<file path="src/rtl/ibex_scramble_key_arbiter_if.sv">
// ---------------------------------------------------------------------------
// ibex_scramble_key_arbiter_if
//
// Purpose:
//   Groups the single OTP scramble-key handshake into one bundle. The key
//   arbiter is the requesting side (master). The OTP / key-manager model is
//   the answering side (slave).
//
// Signals:
//   scramble_req        master -> slave  request a fresh key/nonce
//   scramble_key_valid  slave  -> master response valid, single cycle
//   scramble_key        slave  -> master key, KeyW bits
//   scramble_nonce      slave  -> master nonce, NonceW bits
// ---------------------------------------------------------------------------
interface ibex_scramble_key_arbiter_if #(
    parameter int unsigned KeyW   = 128,
    parameter int unsigned NonceW = 64
);

    logic              scramble_req;
    logic              scramble_key_valid;
    logic [KeyW-1:0]   scramble_key;
    logic [NonceW-1:0] scramble_nonce;

    // The arbiter drives the request and consumes the response.
    modport master (
        output scramble_req,
        input  scramble_key_valid,
        input  scramble_key,
        input  scramble_nonce
    );

    // The OTP side sees the request and produces the response.
    modport slave (
        input  scramble_req,
        output scramble_key_valid,
        output scramble_key,
        output scramble_nonce
    );

endinterface

</file>
<file path="src/rtl/ibex_scramble_key_arbiter.sv">
// ---------------------------------------------------------------------------
// ibex_scramble_key_arbiter
//
// Purpose:
//   Shares one OTP scramble-key port among NumChannels key consumers, such as
//   the icache tag/data RAMs and future scrambled memories. Each channel has
//   its own key, nonce and key-valid flag. When a channel is invalidated it
//   becomes pending. Pending channels are served one at a time in round-robin
//   order.
//
// Ports:
//   clk_i            clock
//   rst_ni           asynchronous active-low reset
//   invalidate_i     per-channel one-cycle re-key request
//   key_valid_o      per-channel "key usable" flag
//   key_o            per-channel key, channel c at [c*KeyW +: KeyW]
//   nonce_o          per-channel nonce, channel c at [c*NonceW +: NonceW]
//   otp              OTP handshake (ibex_scramble_key_arbiter_if.master)
//   busy_o           any channel pending or a request in flight
//   timeout_alert_o  one-cycle pulse when an OTP request times out
//
// Configuration:
//   IBEX_SCR_KEY_TIMEOUT_EN  When this macro is defined, a request that has
//                            been in flight for TimeoutCycles cycles is
//                            abandoned. The channel stays pending and
//                            timeout_alert_o pulses. When the macro is
//                            undefined, a request waits indefinitely and
//                            timeout_alert_o is tied low.
// ---------------------------------------------------------------------------
module ibex_scramble_key_arbiter #(
    parameter int unsigned       NumChannels   = 2,
    parameter int unsigned       KeyW          = 128,
    parameter int unsigned       NonceW        = 64,
    parameter int unsigned       TimeoutCycles = 1024,
    parameter logic [KeyW-1:0]   RndCnstKey    = 128'h14e8cecae3040d5e12286bb3cc113298,
    parameter logic [NonceW-1:0] RndCnstNonce  = 64'hf79780bc735f3843
) (
    input  logic                            clk_i,
    input  logic                            rst_ni,
    input  logic [NumChannels-1:0]          invalidate_i,
    output logic [NumChannels-1:0]          key_valid_o,
    output logic [NumChannels*KeyW-1:0]     key_o,
    output logic [NumChannels*NonceW-1:0]   nonce_o,
    ibex_scramble_key_arbiter_if.master     otp,
    output logic                            busy_o,
    output logic                            timeout_alert_o
);

    localparam int unsigned IdxW = (NumChannels > 1) ? $clog2(NumChannels) : 1;

    typedef enum logic [0:0] {
        StIdle = 1'b0,
        StReq  = 1'b1
    } state_e;

    state_e                               state_q, state_d;
    logic [IdxW-1:0]                      active_q, active_d;
    logic [IdxW-1:0]                      rrPtr_q, rrPtr_d;
    logic [NumChannels-1:0]               pending_q, pending_d;
    logic [NumChannels-1:0]               keyValid_q, keyValid_d;
    logic [NumChannels-1:0][KeyW-1:0]     key_q, key_d;
    logic [NumChannels-1:0][NonceW-1:0]   nonce_q, nonce_d;

    logic                                 grantFound;
    logic [IdxW-1:0]                      grantIdx;
    logic                                 capture;
    logic                                 timeoutFire;

    // Returns the channel index that is "offset" positions after "base",
    // wrapping modulo NumChannels. This keeps round-robin correct when the
    // channel count is not a power of two.
    function automatic logic [IdxW-1:0] wrapIdx(input logic [IdxW-1:0] base,
                                                input int unsigned     offset);
        int unsigned sum;
        sum = (32'(base) + offset) % NumChannels;
        return sum[IdxW-1:0];
    endfunction

    // A response is only meaningful while a request is outstanding. In IDLE,
    // scramble_key_valid is ignored and no register changes.
    assign capture = (state_q == StReq) && otp.scramble_key_valid;

    // Round-robin search. The scan starts one position after the channel that
    // was granted last and walks a full lap. The first pending channel found
    // wins. A channel therefore never waits more than NumChannels grants.
    always_comb begin
        grantFound = 1'b0;
        grantIdx   = rrPtr_q;
        for (int unsigned i = 1; i <= NumChannels; i++) begin
            if (!grantFound && pending_q[wrapIdx(rrPtr_q, i)]) begin
                grantFound = 1'b1;
                grantIdx   = wrapIdx(rrPtr_q, i);
            end
        end
    end

`ifdef IBEX_SCR_KEY_TIMEOUT_EN
    localparam int unsigned CntW = $clog2(TimeoutCycles + 1);

    logic [CntW-1:0] timeoutCnt_q, timeoutCnt_d;

    // The timeout fires in the cycle where the counter has reached
    // TimeoutCycles and no response has arrived. If a response arrives in
    // that same cycle, the capture wins and the timeout is suppressed.
    assign timeoutFire = (state_q == StReq) && !otp.scramble_key_valid &&
                         (timeoutCnt_q == CntW'(TimeoutCycles));

    // The counter is held at zero while idle, so every request starts
    // counting from zero. It advances once per cycle spent in REQ.
    always_comb begin
        timeoutCnt_d = timeoutCnt_q;
        if (state_q == StIdle) begin
            timeoutCnt_d = '0;
        end else if (!timeoutFire) begin
            timeoutCnt_d = timeoutCnt_q + CntW'(1);
        end
    end

    // Timeout counter register.
    always_ff @(posedge clk_i or negedge rst_ni) begin
        if (!rst_ni) begin
            timeoutCnt_q <= '0;
        end else begin
            timeoutCnt_q <= timeoutCnt_d;
        end
    end
`else
    logic unused_timeoutCycles;

    // Without the timeout feature, a request waits for the OTP indefinitely.
    assign timeoutFire          = 1'b0;
    assign unused_timeoutCycles = ^TimeoutCycles;
`endif

    // FSM next state. IDLE grants the next pending channel. REQ holds until
    // the OTP answers or, when the timeout feature is built, until the
    // timeout fires. A timeout leaves the channel pending, so the channel is
    // simply re-arbitrated behind any other waiting channels.
    always_comb begin
        state_d  = state_q;
        active_d = active_q;
        rrPtr_d  = rrPtr_q;
        unique case (state_q)
            StIdle: begin
                if (grantFound) begin
                    active_d = grantIdx;
                    rrPtr_d  = grantIdx;
                    state_d  = StReq;
                end
            end
            StReq: begin
                if (capture || timeoutFire) begin
                    state_d = StIdle;
                end
            end
            default: begin
                state_d = StIdle;
            end
        endcase
    end

    // Per-channel bookkeeping. Invalidates are latched for every channel in
    // the same cycle. When an invalidate for the active channel coincides
    // with a capture, the new key is still stored, but the channel stays
    // invalid and pending. The key it received may already be stale from the
    // consumer's point of view, so it must be re-requested.
    always_comb begin
        pending_d  = pending_q | invalidate_i;
        keyValid_d = keyValid_q & ~invalidate_i;
        key_d      = key_q;
        nonce_d    = nonce_q;
        if (capture) begin
            key_d[active_q]   = otp.scramble_key;
            nonce_d[active_q] = otp.scramble_nonce;
            if (!invalidate_i[active_q]) begin
                pending_d[active_q]  = 1'b0;
                keyValid_d[active_q] = 1'b1;
            end
        end
    end

    // State and data registers. Reset puts every channel back on the default
    // key/nonce with valid set. Reset also drops any in-flight request
    // immediately, because scramble_req is a decode of state_q.
    always_ff @(posedge clk_i or negedge rst_ni) begin
        if (!rst_ni) begin
            state_q    <= StIdle;
            active_q   <= '0;
            rrPtr_q    <= IdxW'(NumChannels - 1);
            pending_q  <= '0;
            keyValid_q <= '1;
            key_q      <= {NumChannels{RndCnstKey}};
            nonce_q    <= {NumChannels{RndCnstNonce}};
        end else begin
            state_q    <= state_d;
            active_q   <= active_d;
            rrPtr_q    <= rrPtr_d;
            pending_q  <= pending_d;
            keyValid_q <= keyValid_d;
            key_q      <= key_d;
            nonce_q    <= nonce_d;
        end
    end

    // Every output except the timeout pulse is decoded purely from
    // registers, so the request line to OTP is glitch-free.
    assign otp.scramble_req = (state_q == StReq);
    assign busy_o           = (|pending_q) | (state_q == StReq);
    assign key_valid_o      = keyValid_q;
    assign key_o            = key_q;
    assign nonce_o          = nonce_q;
    assign timeout_alert_o  = timeoutFire;

endmodule

</file>
<file path="src/flat_wrapper.sv">
// flat-port wrapper written by rule: the top's interface ports become plain ports
module ibex_scramble_key_arbiter_flat 
#(
    parameter int unsigned       NumChannels   = 2,
    parameter int unsigned       KeyW          = 128,
    parameter int unsigned       NonceW        = 64,
    parameter int unsigned       TimeoutCycles = 1024,
    parameter logic [KeyW-1:0]   RndCnstKey    = 128'h14e8cecae3040d5e12286bb3cc113298,
    parameter logic [NonceW-1:0] RndCnstNonce  = 64'hf79780bc735f3843
)
  (clk_i, rst_ni, invalidate_i, key_valid_o, key_o, nonce_o, busy_o, timeout_alert_o, otp_scramble_req, otp_scramble_key_valid, otp_scramble_key, otp_scramble_nonce);
  ibex_scramble_key_arbiter_if #(.KeyW(KeyW), .NonceW(NonceW)) otp_i ();
  input  logic clk_i;
  input  logic rst_ni;
  input  logic [NumChannels-1:0] invalidate_i;
  output logic [NumChannels-1:0] key_valid_o;
  output logic [NumChannels*KeyW-1:0] key_o;
  output logic [NumChannels*NonceW-1:0] nonce_o;
  output logic busy_o;
  output logic timeout_alert_o;
  output wire logic [$bits(otp_i.scramble_req)-1:0] otp_scramble_req;
  input wire logic [$bits(otp_i.scramble_key_valid)-1:0] otp_scramble_key_valid;
  input wire logic [$bits(otp_i.scramble_key)-1:0] otp_scramble_key;
  input wire logic [$bits(otp_i.scramble_nonce)-1:0] otp_scramble_nonce;
  assign otp_scramble_req = otp_i.scramble_req;
  assign otp_i.scramble_key_valid = otp_scramble_key_valid;
  assign otp_i.scramble_key = otp_scramble_key;
  assign otp_i.scramble_nonce = otp_scramble_nonce;
  ibex_scramble_key_arbiter #(.NumChannels(NumChannels), .KeyW(KeyW), .NonceW(NonceW), .TimeoutCycles(TimeoutCycles), .RndCnstKey(RndCnstKey), .RndCnstNonce(RndCnstNonce)) u_core (.clk_i(clk_i), .rst_ni(rst_ni), .invalidate_i(invalidate_i), .key_valid_o(key_valid_o), .key_o(key_o), .nonce_o(nonce_o), .otp(otp_i), .busy_o(busy_o), .timeout_alert_o(timeout_alert_o));
endmodule
</file>
<file path="config.mk">
export PLATFORM = sky130hd
export DESIGN_NAME = ibex_scramble_key_arbiter_flat
export DESIGN_NICKNAME = d
export VERILOG_FILES = /design/src/rtl/ibex_scramble_key_arbiter_if.sv /design/src/rtl/ibex_scramble_key_arbiter.sv /design/src/flat_wrapper.sv
export SDC_FILE = /design/constraint.sdc
export NUM_CORES = 1
export LEC_CHECK = 0
export CORE_AREA = 2 2 228 230
export DETAILED_ROUTE_END_ITERATION = 7
export DIE_AREA = 0 0 230 232
export GPL_TIMING_DRIVEN = 0
export HOLD_SLACK_MARGIN = 0.1
export PLACE_DENSITY = 0.61
export SLEW_MARGIN = 20
export SYNTH_ARGS = -nofsm -noshare
export SYNTH_HDL_FRONTEND = slang
export SYNTH_SLANG_ARGS = --single-unit
</file>
<file path="constraint.sdc">
create_clock -name clk_i -period 2.8 [get_ports clk_i]
set_clock_uncertainty 0.2 [all_clocks]
set_input_delay 0.28 -clock clk_i [delete_from_list [all_inputs] [get_ports clk_i]]
set_output_delay 0.28 -clock clk_i [all_outputs]
set_load 0.02 [all_outputs]
</file>
# Word-level counts from Yosys, hierarchy flattened
# Index checks and enable logic that the tools add are counted.
totals:
  regBits: 391
  in_bits: 197
  wordCells: 54
classes:
  add_sub_neg: 2
  magnitude_cmp: 4
  muxes: 25
  n_bitwise: 8
  reduce_logical: 6
ops:
  columns: ["op", "count"]
  rows:
  - ["$bwmux 256", 1]
  - ["$bwmux 128", 1]
  - ["$demux 128 s1", 1]
  - ["$mux 128", 1]
  - ["$demux 64 s1", 1]
  - ["$mux 64", 1]
  - ["$mux 1", 13]
  - ["$mux 2", 4]
  - ["$lt 1x2->1 const B", 3]
  - ["$and 2x2->2", 2]
  - ["$not 2->2", 2]
  - ["$or 2x2->2", 2]
  - ["$logic_and 1x1->1", 3]
  - ["$add 1x1->1 const B", 2]
  - ["$pmux 1 s2", 1]
  - ["$reduce_and 2->1", 1]
  - ["$reduce_or 2->1", 1]
  - ["$demux 1 s1", 1]
  - ["$ge 1x1->1 const B", 1]
  - ["$logic_not 1->1", 1]
  - ["$not 1->1", 1]
  - ["$or 1x1->1", 1]

# Logic depth before layout (Yosys ltp)
logic_depth:
  word_depth: 9
  depth_mapped: 5

# Least setup slack after synthesis
# Ideal clock, no wire load.
synth_path:
  path_kind: "register to register"
  start: "reg u_core.state_q, in the netlist u_core.otp.scramble_req"
  end: "reg u_core.nonce_q (netlist bit u_core.nonce_o[59])"
  setup_time_ns: 0.128
  arrival_ns: 1.385
  required_ns: 2.472
  path_slack_ns: 1.087
  path_stages_with_launch: 6
  synth_period_minus_slack_ns: 1.713
  cell_sequence: "dfrtp_1 -> buf_4 -> nand3b_4 -> buf_4 -> buf_2 -> mux2_1"
synth_via:
  elab_chain_cells: 1
synth_lines:
  columns: ["element", "line", "rtl"]
  rows:
  - ["start: declaration", "ibex_scramble_key_arbiter.sv:56", "state_e state_q, state_d;"]
  - ["start signal: assignment", "ibex_scramble_key_arbiter.sv:187", "state_q <= StIdle;"]
  - ["start signal: assignment", "ibex_scramble_key_arbiter.sv:195", "state_q <= state_d;"]
  - ["$logic_and 1x1->1", "ibex_scramble_key_arbiter.sv:81", "assign capture = (state_q == StReq) && otp.scramble_key_valid;"]
  - ["end signal: assignment", "ibex_scramble_key_arbiter.sv:193", "nonce_q <= {NumChannels{RndCnstNonce}};"]
  - ["end signal: assignment", "ibex_scramble_key_arbiter.sv:201", "nonce_q <= nonce_d;"]
  - ["end: declaration", "ibex_scramble_key_arbiter.sv:62", "logic [NumChannels-1:0][NonceW-1:0] nonce_q, nonce_d;"]
# Every way passes these cells.
# A chain may end at the register's enable or synchronous reset.

# Worst setup path after layout
layout_path:
  start: "reg u_core.state_q, in the netlist u_core.otp.scramble_req"
  end: "out busy_o"
layout_via:
  elab_chain_cells: 1
layout_lines:
  columns: ["element", "line", "rtl"]
  rows:
  - ["$or 1x1->1", "ibex_scramble_key_arbiter.sv:208", "assign busy_o = (|pending_q) | (state_q == StReq);"]
  - ["end: declaration", "flat_wrapper.sv:19", "output logic busy_o;"]
# Every way passes these cells.

==> reports/metrics.yaml <==
timing:
  setup_viol: 0
  maxSlewHeadroom_pct: 65.90
  worst_pin_slew_ps: 511.4
  min_period_ps: 2533
  setup_tns_ps: 0
  fin_crit_sh_pct: 90.48
  finalMaxSlewViolations: 0
  hold_viol: 0
  grt_setup_unrepaired: "no"
  fmax_mhz: 394.7
setup_path:
  crit_path_start_kind: "flip-flop"
  cp.arrival_ps: 2050
  end_kind: "output pin"
  timing.critical_path.buf_inv: 2
  critPathRequiredTime_ps: 2320
  cp_num_cells: 3
  crit_chain: "buf_4 -> or3_1 -> clkdlybuf4s50_1"
  r2r_cells: 5
  cpMaxStageDelayCell: "clkdlybuf4s50_1"
  worstPathMaxFanout: 7
  cpPeakStageDelay_ps: 600
  cpLargestDelayFamily: "buffers and inverters"
  path_class: "flip-flop to output pin"
detailed_routing:
  dr.pass1.iters: 4
  postRouteAntennaNets: 0
  routed_via_density: 4.345
  vias: 9538
  routedWlPerCell_um: 19.92
  drtIter0Drc: 312
  routed_wirelength_um: 43720
  drc: 0
synth:
  synth_seq_cells: 391
  ys_async_sr_fraction_pct: 100.0
  synth-seq-area-share_pct: 66.55
  yosysTopAreaCellShare_pct: 34.59
  synth-edff-count: 0
  syn_nets: 1033
  synth_most_common_cell: "mux2_1"
  yosysTopAreaCell: "dfrtp_1"
  ys_top_cells_by_count: "258 x mux2_1, 208 x dfrtp_1, 183 x dfstp_2, 68 x mux2_2, 58 x mux2_4"
  avgSynthCellArea_um2: 18.00
  synth_cell_types: 20
  dominantRegCellSynth: "dfrtp_1"
  synth_warnings: 0
  synth.cell_area_um2: 15050
  netlist_instances: 836
  synth_area_leaders: "dfrtp_1 35%, dfstp_2 32%, mux2_1 19%"
place:
  dp_hpwl_um: 32920
  placed_cells: 2104
  gp_congestion: 0.7881
  io_buffers: 584
pwr:
  vdd_ir_drop_max_v: 0.0006400
  cellPowerDensity_nw_per_um2: 1318
  power.total_mw: 30.85
  p_leak_nw: 9.615
status:
  status: "completed"
floorplan:
  die_y_um: 232
  coreArea_um2: 50890
  die_area_um2: 53360
  io_pins: 586
  chipWidth_um: 230
  start_util_pct: 29.57
  rows: 83
finish:
  multi_input_area_um2: 4649
  layout.nets: 1675
  post-route-util_pct: 46.01
  syn_to_final_growth_pct: 55.59
  instances_no_fill: 2195
  fill_cells: 4544
  drive_gt1_share_pct: 28.01
  seq_area_um2: 10010
global_route:
  grt_pass1_wl_um: 65650
  grt_overflow_total: 0
  grt_max_degree: 102
  grt_pass1_vias: 10561
  track_usage_pct: 16.04
  antenna_found_initial: 1
hold_path:
  hold_class: "input port to flip-flop"
  hold_path_depth: 2
clocking:
  cts_hold_buf: 7
  cts_tree: "yes"
  clock_path_buffers: 3
  clock-sinks: 391
  clkTransAtPathRegs_ps: 60
  cts_root_buffer: "clkbuf_16"
  htreeDepth: 2
  postCtsSetupBuffers: 0
  cts_buffers: 45
  post_cts_resized: 0
  clock_latency_ps: 560
run:
  cap_viol_max_count: 0
## registers in the layout, indices dropped and copies added, names as in the netlist
register / count
u_core.key_o: 256
u_core.nonce_o: 128
u_core.otp.scramble_req: 1
u_core.key_valid_o: 2
u_core.active_q: 1
u_core.pending_q: 2
u_core.rrPtr_q: 1
## where the power goes
part	switching [mW]	internal, mW	total, mW
clock network	2.30	3.54	5.84
logic	6.79	7.26	14.1
registers	1.49	9.46	11.0
total	10.6	20.3	30.9
## layer usage
layer | vias up | GRT usage, % | share of wire [%]
li1 | 4245 | - | -
met1 | 4887 | 18.82 | 40
met2 | 339 | 27.68 | 50
met3 | 67 | 5.636 | 7.8
met4 | 0 | 4.577 | 2.5
met5 | - | 0 | 0
## placed cells by master (no fill, tap or decap), types with 16 or more instances in the layout
cell type	instances
dfstp_2	183
clkdlybuf4s50_1	583
mux2_2	68
buf_4	21
buf_6	16
mux2_1	258
mux2_4	58
clkbuf_16	47
dfrtp_1	208
clkbuf_1	19
## cell type report
class	count	share of cell area (%)
buffer	44	1.593
clock buffer	76	5.916
inverter	3	0.04810
timing repair buffer	595	25.76
sequential	391	42.77
antenna	1	0.01069
tap	680	3.634
multi-input combinational	398	19.86
clock inverter	7	0.4062
## metrics by stage
| stage | setup slack (ps) | hold slack, ps | cell area [µm²] |
|---|---|---|---|
| after floorplan | 1087 | -215.6 | 15050 |
| after global placement | -15710 | 255.0 | 21740 |
| after detailed placement | 549.6 | -93.33 | 21860 |
| after CTS | 194.7 | 101.0 | 23410 |
| after global routing | 157.1 | 108.5 | 23410 |
| final | 266.6 | 137.8 | 23410 |
## worst paths after layout
path                       slack, ps                    end                    start
max                              270                 busy_o  u_core.otp.scramble_req
min                              140      u_core.key_o[145]     otp_scramble_key[17]
max reg2reg                      910     u_core.nonce_o[59]  u_core.otp.scramble_req
min reg2reg                      260  u_core.key_valid_o[0]    u_core.key_valid_o[0]
max in group asynchronous        670     u_core.nonce_o[89]                   rst_ni
min in group asynchronous        690       u_core.key_o[37]                   rst_ni
## cell families after synthesis
group | count (synthesis) | share of synthesized area (%)
buf+inv | 47 | 2.553
other cells | 1 | 0.02492
simple gates | 6 | 0.3576
mux | 384 | 30.18
compound gates | 7 | 0.3326
flops | 391 | 66.55
Power figures use the tool's default switching activity.
